**src/rtl/frame_swap_controller_if.sv**
```systemverilog
// rtl/frame_swap_controller_if.sv - renderer/scan-out bundle for frame_swap_controller
interface frame_swap_controller_if #(
  parameter int COORD_W = 10
);
  logic               flip;
  logic               vsync;
  logic               hsync_n;
  logic               vsync_n;
  logic               active;
  logic [COORD_W-1:0] x;
  logic [COORD_W-1:0] y;
  logic               front_sel;
  logic               flip_pending;
  logic               flip_overrun;
  logic [7:0]         frame_count;

  modport master (
    input  flip,
    output vsync, hsync_n, vsync_n, active, x, y,
    output front_sel, flip_pending, flip_overrun, frame_count
  );

  modport slave (
    output flip,
    input  vsync, hsync_n, vsync_n, active, x, y,
    input  front_sel, flip_pending, flip_overrun, frame_count
  );
endinterface

```
**src/rtl/frame_swap_controller.sv**
```systemverilog
// rtl/frame_swap_controller.sv - raster timing plus front/back buffer swap on vblank
// FLIP_VSYNC_WAIT_EN defined: swaps wait for vblank; undefined: immediate swap on flip.
module frame_swap_controller #(
  parameter int H_ACTIVE = 640,
  parameter int H_FP     = 16,
  parameter int H_SYNC   = 96,
  parameter int H_BP     = 48,
  parameter int V_ACTIVE = 480,
  parameter int V_FP     = 10,
  parameter int V_SYNC   = 2,
  parameter int V_BP     = 33,
  parameter int COORD_W  = 10
) (
  input logic                      clk,
  input logic                      resetn,
  frame_swap_controller_if.master  bus
);
  localparam int H_TOTAL = H_ACTIVE + H_FP + H_SYNC + H_BP;
  localparam int V_TOTAL = V_ACTIVE + V_FP + V_SYNC + V_BP;

  localparam logic [COORD_W-1:0] H_MAX  = COORD_W'(H_TOTAL - 1);
  localparam logic [COORD_W-1:0] V_MAX  = COORD_W'(V_TOTAL - 1);
  localparam logic [COORD_W-1:0] H_ACT  = COORD_W'(H_ACTIVE);
  localparam logic [COORD_W-1:0] V_ACT  = COORD_W'(V_ACTIVE);
  localparam logic [COORD_W-1:0] HS_BEG = COORD_W'(H_ACTIVE + H_FP);
  localparam logic [COORD_W-1:0] HS_END = COORD_W'(H_ACTIVE + H_FP + H_SYNC);
  localparam logic [COORD_W-1:0] VS_BEG = COORD_W'(V_ACTIVE + V_FP);
  localparam logic [COORD_W-1:0] VS_END = COORD_W'(V_ACTIVE + V_FP + V_SYNC);

  logic [COORD_W-1:0] hc_q, hc_d, vc_q, vc_d;
  logic [COORD_W-1:0] x_q, x_d, y_q, y_d;
  logic               active_q, active_d;
  logic               hsync_n_q, hsync_n_d;
  logic               vsync_n_q, vsync_n_d;
  logic               vsync_q, vsync_d;
  logic               front_sel_q, front_sel_d;
  logic               flip_pending_q, flip_pending_d;
  logic               flip_overrun_q, flip_overrun_d;
  logic [7:0]         frame_count_q, frame_count_d;
  logic               flip_s_q, flip_q;
  logic               flip_rise;

  assign flip_rise = flip_s_q & ~flip_q;

  always_comb begin
    hc_d      = (hc_q == H_MAX) ? '0 : hc_q + COORD_W'(1);
    vc_d      = vc_q;
    if (hc_q == H_MAX) begin
      vc_d = (vc_q == V_MAX) ? '0 : vc_q + COORD_W'(1);
    end
    x_d       = hc_q;
    y_d       = vc_q;
    active_d  = (hc_q < H_ACT) && (vc_q < V_ACT);
    hsync_n_d = !((hc_q >= HS_BEG) && (hc_q < HS_END));
    vsync_n_d = !((vc_q >= VS_BEG) && (vc_q < VS_END));
  end

`ifdef FLIP_VSYNC_WAIT_EN
  logic vblank_start;
  // Decoded on the counters so the swap lands on the same edge that shows (0, V_ACTIVE).
  assign vblank_start = (hc_q == '0) && (vc_q == V_ACT);

  always_comb begin
    vsync_d        = vblank_start;
    front_sel_d    = front_sel_q;
    frame_count_d  = frame_count_q;
    flip_pending_d = flip_pending_q;
    flip_overrun_d = flip_overrun_q;
    if (vblank_start && flip_pending_q) begin
      front_sel_d    = ~front_sel_q;
      frame_count_d  = frame_count_q + 8'd1;
      flip_pending_d = flip_rise;
    end else if (flip_rise) begin
      if (flip_pending_q) begin
        flip_overrun_d = 1'b1;
      end else begin
        flip_pending_d = 1'b1;
      end
    end
  end
`else
  always_comb begin
    vsync_d        = flip_rise;
    front_sel_d    = front_sel_q;
    frame_count_d  = frame_count_q;
    flip_pending_d = 1'b0;
    flip_overrun_d = 1'b0;
    if (flip_rise) begin
      front_sel_d   = ~front_sel_q;
      frame_count_d = frame_count_q + 8'd1;
    end
  end
`endif

  always_ff @(posedge clk or negedge resetn) begin
    if (!resetn) begin
      hc_q           <= '0;
      vc_q           <= '0;
      x_q            <= '0;
      y_q            <= '0;
      active_q       <= 1'b0;
      hsync_n_q      <= 1'b1;
      vsync_n_q      <= 1'b1;
      vsync_q        <= 1'b0;
      front_sel_q    <= 1'b0;
      flip_pending_q <= 1'b0;
      flip_overrun_q <= 1'b0;
      frame_count_q  <= '0;
      flip_s_q       <= 1'b0;
      flip_q         <= 1'b0;
    end else begin
      hc_q           <= hc_d;
      vc_q           <= vc_d;
      x_q            <= x_d;
      y_q            <= y_d;
      active_q       <= active_d;
      hsync_n_q      <= hsync_n_d;
      vsync_n_q      <= vsync_n_d;
      vsync_q        <= vsync_d;
      front_sel_q    <= front_sel_d;
      flip_pending_q <= flip_pending_d;
      flip_overrun_q <= flip_overrun_d;
      frame_count_q  <= frame_count_d;
      flip_s_q       <= bus.flip;
      flip_q         <= flip_s_q;
    end
  end

  assign bus.vsync        = vsync_q;
  assign bus.hsync_n      = hsync_n_q;
  assign bus.vsync_n      = vsync_n_q;
  assign bus.active       = active_q;
  assign bus.x            = x_q;
  assign bus.y            = y_q;
  assign bus.front_sel    = front_sel_q;
  assign bus.flip_pending = flip_pending_q;
  assign bus.flip_overrun = flip_overrun_q;
  assign bus.frame_count  = frame_count_q;
endmodule

```
**src/flat_wrapper.sv**
```systemverilog
// flat-port wrapper written by rule: the top's interface ports become plain ports
module frame_swap_controller_flat 
#(
  parameter int H_ACTIVE = 640,
  parameter int H_FP     = 16,
  parameter int H_SYNC   = 96,
  parameter int H_BP     = 48,
  parameter int V_ACTIVE = 480,
  parameter int V_FP     = 10,
  parameter int V_SYNC   = 2,
  parameter int V_BP     = 33,
  parameter int COORD_W  = 10
)
  (clk, resetn, bus_flip, bus_vsync, bus_hsync_n, bus_vsync_n, bus_active, bus_x, bus_y, bus_front_sel, bus_flip_pending, bus_flip_overrun, bus_frame_count);
  frame_swap_controller_if #(.COORD_W(COORD_W)) bus_i ();
  input logic clk;
  input logic resetn;
  input wire logic [$bits(bus_i.flip)-1:0] bus_flip;
  output wire logic [$bits(bus_i.vsync)-1:0] bus_vsync;
  output wire logic [$bits(bus_i.hsync_n)-1:0] bus_hsync_n;
  output wire logic [$bits(bus_i.vsync_n)-1:0] bus_vsync_n;
  output wire logic [$bits(bus_i.active)-1:0] bus_active;
  output wire logic [$bits(bus_i.x)-1:0] bus_x;
  output wire logic [$bits(bus_i.y)-1:0] bus_y;
  output wire logic [$bits(bus_i.front_sel)-1:0] bus_front_sel;
  output wire logic [$bits(bus_i.flip_pending)-1:0] bus_flip_pending;
  output wire logic [$bits(bus_i.flip_overrun)-1:0] bus_flip_overrun;
  output wire logic [$bits(bus_i.frame_count)-1:0] bus_frame_count;
  assign bus_i.flip = bus_flip;
  assign bus_vsync = bus_i.vsync;
  assign bus_hsync_n = bus_i.hsync_n;
  assign bus_vsync_n = bus_i.vsync_n;
  assign bus_active = bus_i.active;
  assign bus_x = bus_i.x;
  assign bus_y = bus_i.y;
  assign bus_front_sel = bus_i.front_sel;
  assign bus_flip_pending = bus_i.flip_pending;
  assign bus_flip_overrun = bus_i.flip_overrun;
  assign bus_frame_count = bus_i.frame_count;
  frame_swap_controller #(.H_ACTIVE(H_ACTIVE), .H_FP(H_FP), .H_SYNC(H_SYNC), .H_BP(H_BP), .V_ACTIVE(V_ACTIVE), .V_FP(V_FP), .V_SYNC(V_SYNC), .V_BP(V_BP), .COORD_W(COORD_W)) u_core (.clk(clk), .resetn(resetn), .bus(bus_i));
endmodule
```
**config.mk**
```make
export PLATFORM = sky130hd
export DESIGN_NAME = frame_swap_controller_flat
export DESIGN_NICKNAME = d
export VERILOG_FILES = /design/src/rtl/frame_swap_controller_if.sv /design/src/rtl/frame_swap_controller.sv /design/src/flat_wrapper.sv
export SDC_FILE = /design/constraint.sdc
export NUM_CORES = 1
export LEC_CHECK = 0
export BUFFER_PORTS_ARGS = -buffer_cell sky130_fd_sc_hd__buf_2
export CORE_AREA = 8 8 74 108
export DETAILED_ROUTE_END_ITERATION = 16
export DIE_AREA = 0 0 82 116
export PLACE_DENSITY = 0.5
export SKIP_LAST_GASP = 1
export SLEW_MARGIN = 40
export SYNTH_ARGS = -nofsm -noshare
export SYNTH_HDL_FRONTEND = slang
export SYNTH_SLANG_ARGS = --single-unit
```
**constraint.sdc**
```tcl
create_clock -name clk -period 1.8 [get_ports clk]
set_input_delay 0.54 -clock clk [delete_from_list [all_inputs] [get_ports clk]]
set_output_delay 0.54 -clock clk [all_outputs]
set_load 0.005 [all_outputs]
```
==> flow_summary.ini, run 1 <==
[logic_synthesis]
syn-cell-area_mm2 = 0.00213
post-synth-top-count-cell = dfrtp_1
synth_edf_count = 0
synth_top_area_cell = dfrtp_1
syn_area_per_cell_um2 = 12.8
yosys-top-cells-area = dfrtp_1 62%, xnor2_1 4.1%, nand3_1 3.1%
synth_ff_type = dfrtp_1
ys_async_sr_fraction_pct = 100
yosysWarnings = 0
synth_common_cells = 53 x dfrtp_1, 14 x nand2_1, 13 x nand3_1, 10 x xnor2_1
syn_inst = 166
synth_cell_types = 40
synth-seq-area-share_pct = 64.9
ys_ff_latch = 55
synth_top_area_share_pct = 62.4

[cells_and_area]
fillers = 624
final_core_util_pct = 39.2
num_antenna_cells = 0
final_cell_area_mm2 = 0.00251
drive_above_1_share_pct = 27.5
areaGrowthSynthToFinish_pct = 18.0
num-nets-final = 218
fin_cells = 287

[clock_tree]
hold_buffers = 0
post_cts_buffers = 0
cts_tree = yes
clk_path_buf_depth = 2
numClockSinks = 55
path_clk_slew_ns = 0.10
cts_buffers = 5
h-tree-depth = 2
cts_resized = 0
root_buffer = clkbuf_8
insertion_delay_ns = 0.30

[worst_setup_path]
cpPeakStageDelay_ns = 0.43
startpoint_type = flip-flop
worst_ep_required_time_ns = 1.99
r2r_start = u_core.hc_q[0]
r2r_cells = 5
critPathArrivalTime_ns = 1.88
slowest_stage = dfrtp_1
r2r_slack_ns = 0.11
startpoint = u_core.hc_q[0]
critical_path_class = reg2reg
path_max_fanout = 12
worstSetupEndpoint = u_core.vc_q[6]
cpMostUsedCell = and4_4
r2r-end = u_core.vc_q[6]
path_cells = ha_1 > and4_4 > and4_4 > nand4_1 > xnor2_1
crit_path_end_kind = flip-flop

[grt]
grt_util_all_layers_pct = 9.07
overflow = 0
grt_first_pass_wirelength_mm = 6.70
grt_max_degree = 44
grt_antenna_before_repair = 0
grt_pass1_vias = 1354

[status]
status = finished clean

[floorplan]
dieWidth_um = 82
placementRows = 36
die_y_um = 116
core_area_mm2 = 0.00640
io_pins = 38
start_util_pct = 33.2
die-area_mm2 = 0.00951

[drt]
drtPass1Iterations = 4
ant_nets = 0
viasPerCell = 4.63
drt-initial-drc-count = 52
routed_wl_mm = 4.09
vias = 1329
drcViolationCount = 0
routedWlPerCell_um = 14.3

[sta]
rsz0062_at_grt = false
timing.final.crit_share_pct = 93.9
period_minus_slack_ns = 1.69
slew_viol_final = 0
fin_worst_skew_ns = 0.00679
hold_viol_final = 0
max_freq_ghz = 0.592
setup_violations = 0
fin_tns_setup_ns = 0

[power]
power.total_uw = 2270
power.density_mw_per_mm2 = 905
irDropWorstVdd_uv = 377
cellLeakagePower_uw = 0.00123

[placement]
portBuffers = 35
dp_hpwl_mm = 2.89
gp_congestion = 0.742
place_area_mm2 = 0.00241
place_inst = 278

[min_path]
min_path_type = in2async

[job]
maxCapViolCount = 0
## cells by family after synthesis
| kind of cell | share of synthesized area, % |
|---|---|
| multiplexers | 1.00 |
| XOR/XNOR | 7.36 |
| AND/OR/NAND/NOR | 16.8 |
| AO/OA/AOI/OAI | 4.36 |
| buffers and inverters | 2.53 |
| flip-flops | 64.9 |
| other | 0.176 |
| adder cells (fa/ha/maj) | 2.94 |
## cells in the final DEF (no fill, tap or decap), types with 2 or more instances in the layout
cell type  netlist  routed
a21oi_1          3       3
and3_1           5       5
and4_4           2       2
buf_2            1      35
buf_4            2       5
clkbuf_8         0       5
conb_1           1       2
dfrtp_1         53      53
dfstp_2          2       2
ha_1             5       5
inv_1            5       5
nand2_1         14      14
nand3_1         13      13
nand4_1          5       5
nor2_1           6       6
nor2b_1          3       3
nor3_1           3       3
o21ai_0          3       3
o21ai_1          4       4
xnor2_1         10      10
xor2_1           6       6
## critical path: cells and delay by family (launching register included)
kind | cells | cell delay (ns)
AND/OR/NAND/NOR | 3 | 0.75
flip-flops | 1 | 0.43
XOR/XNOR | 1 | 0.15
adder cells (fa/ha/maj) | 1 | 0.24
## cell type report
cell class                 count  area (um2)  share of cell area (%)
timing repair buffer          41         233                    9.28
sequential                    55        1380                    55.0
clock buffer                   6        72.6                    2.89
inverter                       5        18.8                   0.749
clock inverter                 2        12.5                   0.499
tap                           76        95.1                    3.79
multi-input combinational    102         697                    27.8
## metrics by stage
| step | hold WS (ns) | worst slack [ns] |
|---|---|---|
| CTS | 0.109 | 0.0980 |
| floorplan | 0.244 | 0.243 |
| detailed placement | 0.356 | 0.116 |
| global placement | 0.358 | 0.181 |
| global route | 0.119 | 0.0241 |
| finish | 0.110 | 0.110 |
## how the worst min path moves through the flow
stage | start | to | cells after the start
global placement | u_core.flip_s_q | u_core.flip_q | 0
floorplan | resetn | u_core.bus.active | 0
finish | resetn | u_core.bus.x[5] | 1
CTS | resetn | u_core.bus.x[5] | 1
detailed placement | u_core.flip_s_q | u_core.flip_q | 0
global route | resetn | u_core.hc_q[6] | 1
## where the power goes
| part | switching [uW] | internal [uW] |
|---|---|---|
| Clock | 386 | 273 |
| Combinational | 101 | 116 |
| Sequential | 80.4 | 1310 |
## layer usage
layer / vias up / global-route usage, % / share of wire, %
met5: - / 0 / 0
met4: 0 / 4.24 / 1.7
met1: 641 / 10.9 / 45
met3: 6 / 3.11 / 7.2
met2: 31 / 14.1 / 46
li1: 651 / - / -
## sequential cells by signal, summed over array words and instances, names as in the netlist
| name | flops |
|---|---|
| u_core.vc_q | 10 |
| u_core.bus.frame_count | 8 |
| u_core.bus.vsync | 1 |
| u_core.flip_q | 1 |
| u_core.bus.vsync_n | 1 |
| u_core.bus.front_sel | 1 |
| u_core.bus.y | 10 |
| u_core.bus.active | 1 |
| u_core.bus.x | 10 |
| u_core.hc_q | 10 |
| u_core.bus.hsync_n | 1 |
| u_core.flip_s_q | 1 |
Note: power is estimated with default switching activity, not from simulation.
==> inputs of run 2 (changes only) <==
Settings changed: CTS_BUF_LIST set to sky130_fd_sc_hd__clkbuf_4 sky130_fd_sc_hd__clkbuf_8.
==> run 2 against run 1 <==
- hold slack worse by 0.00082 ns
- global-route usage stayed put
- non-clock buffer count stayed put
- wire length hardly changed
- clock skew is 0.0014 ns lower
- sequential share of layout area is 0.082 points lower
- combinational power hardly changed
- count of clock-buffer cells in the layout stayed put
- setup slack better by 0.0020 ns
- critical endpoint unchanged
- register-to-register slack hardly changed
- sequential power hardly changed
- power is 0.82% higher
==> flow_summary.ini, run 2 (synthesis results as in run 1) <==
[status]
status = finished clean

[min_path]
min_path_type = in2async

[clock_tree]
post_cts_buffers = 0
hold_buffers = 0
cts_buffers = 5
numClockSinks = 55
cts_tree = yes
clk_path_buf_depth = 2
cts_resized = 0
insertion_delay_ns = 0.30
root_buffer = clkbuf_8
path_clk_slew_ns = 0.10
h-tree-depth = 2

[worst_setup_path]
path_max_fanout = 12
startpoint_type = flip-flop
r2r_start = u_core.hc_q[0]
r2r_cells = 5
critPathArrivalTime_ns = 1.88
critical_path_class = reg2reg
r2r_slack_ns = 0.11
r2r-end = u_core.vc_q[6]
worst_ep_required_time_ns = 1.99
crit_path_end_kind = flip-flop

[grt]
grt_first_pass_wirelength_mm = 6.69
grt_use_met3_pct = 3.11
overflow = 0
grt_antenna_before_repair = 0
grt_max_degree = 44
grt_pass1_vias = 1358
grt-busiest-layer = met2
grt_use_met1_pct = 10.9
use_met2_pct = 14.1
grt_util_all_layers_pct = 9.07

[floorplan]
placementRows = 36
die-area_mm2 = 0.00951
dieWidth_um = 82
die_y_um = 116
core_area_mm2 = 0.00640
io_pins = 38
start_util_pct = 33.2

[drt]
routedWlPerCell_um = 14.3
vias = 1326
drt-initial-drc-count = 59
drtPass1Iterations = 4
drcViolationCount = 0
ant_nets = 0
viasPerCell = 4.62
routed_wl_mm = 4.09

[power]
power.switching_uw = 571
p_int_uw = 1720
power_frac_clock_pct = 29.6
power.density_mw_per_mm2 = 911
p_comb_share_pct = 9.5
seq_power_share_pct = 60.9
p_sw_share_pct = 25.0
cellLeakagePower_uw = 0.00123
irDropWorstVdd_uv = 399

[cells_and_area]
num-nets-final = 218
layout_common_cells = 53 x dfrtp_1, 35 x buf_2, 14 x nand2_1
drive_above_1_share_pct = 28.0
final_core_util_pct = 39.3
layout_commonest_cell = dfrtp_1
num_antenna_cells = 0
fillers = 625
areaGrowthSynthToFinish_pct = 18.1

[sta]
timing.final.crit_share_pct = 93.8
slew_viol_final = 0
setup_violations = 0
period_minus_slack_ns = 1.69
fin_worst_skew_ns = 0.00538
rsz0062_at_grt = false
max_freq_ghz = 0.592
hold_viol_final = 0
fin_tns_setup_ns = 0

[placement]
dp_hpwl_mm = 2.89
portBuffers = 35
gp_congestion = 0.742

[job]
maxCapViolCount = 0
-- run 2: cell types whose count changed in the layout (fill, tap and decap cells not counted) --
cell | before | now
clkbuf_1 | 1 | 0
clkbuf_4 | 0 | 1
-- run 2: cell type report --
class,count,area (um2),share of cell area [%]
clock buffers,6,76.3,3.04
clock inverters,2,12.5,0.498
inverters,5,18.8,0.747
multi-input cells,102,697,27.8
flip-flops and latches,55,1380,54.9
well taps,76,95.1,3.79
repair buffers,41,233,9.27
-- run 2: power by group through the flow --
| stage | clock network (uW) | logic (uW) | registers (uW) |
|---|---|---|---|
| 2_1_floorplan | 0 | 89.9 | 1410 |
| 3_3_place_gp | 0 | 217 | 1420 |
| 3_5_place_dp | 0 | 224 | 1420 |
| 4_1_cts | 712 | 225 | 1400 |
| 5_1_grt | 753 | 246 | 1410 |
| 6_report | 678 | 216 | 1390 |
-- run 2: how the worst max path moves through the flow --
stage	from	to	slack (ns)	cells after the start
floorplan	u_core.hc_q[0]	u_core.vc_q[8]	0.24	6
global placement	u_core.hc_q[0]	u_core.vc_q[6]	0.18	5
detailed placement	u_core.hc_q[0]	u_core.vc_q[6]	0.12	5
CTS	u_core.hc_q[0]	u_core.vc_q[6]	0.1	5
global route	u_core.hc_q[0]	u_core.vc_q[6]	0.02	5
finish	u_core.hc_q[0]	u_core.vc_q[6]	0.11	5
-- run 2: layer usage --
metal | share of wire [%] | vias to the layer above
li1 | - | 650
met5 | 0 | -
met1 | 45 | 639
met4 | 1.7 | 0
met3 | 7.3 | 6
met2 | 46 | 31
-- run 2: worst max-delay path, cell delays in order (launching register included) --
cell and delay [ns]:
dfrtp_1 0.43, ha_1 0.24, and4_4 0.26, and4_4 0.35
nand4_1 0.14, xnor2_1 0.15
-- run 2: through the flow --
stage          instances  cell area (um2)  power (uW)  worst slack [ns]  hold WS, ns
6_report             287             2510        2290             0.112        0.110
5_1_grt              287             2510        2410            0.0241        0.120
4_1_cts              286             2500        2330            0.0980        0.109
3_5_place_dp         278             2410        1650             0.116        0.356
3_3_place_gp         278             2410        1640             0.181        0.358
2_1_floorplan        167             2130        1500             0.243        0.244
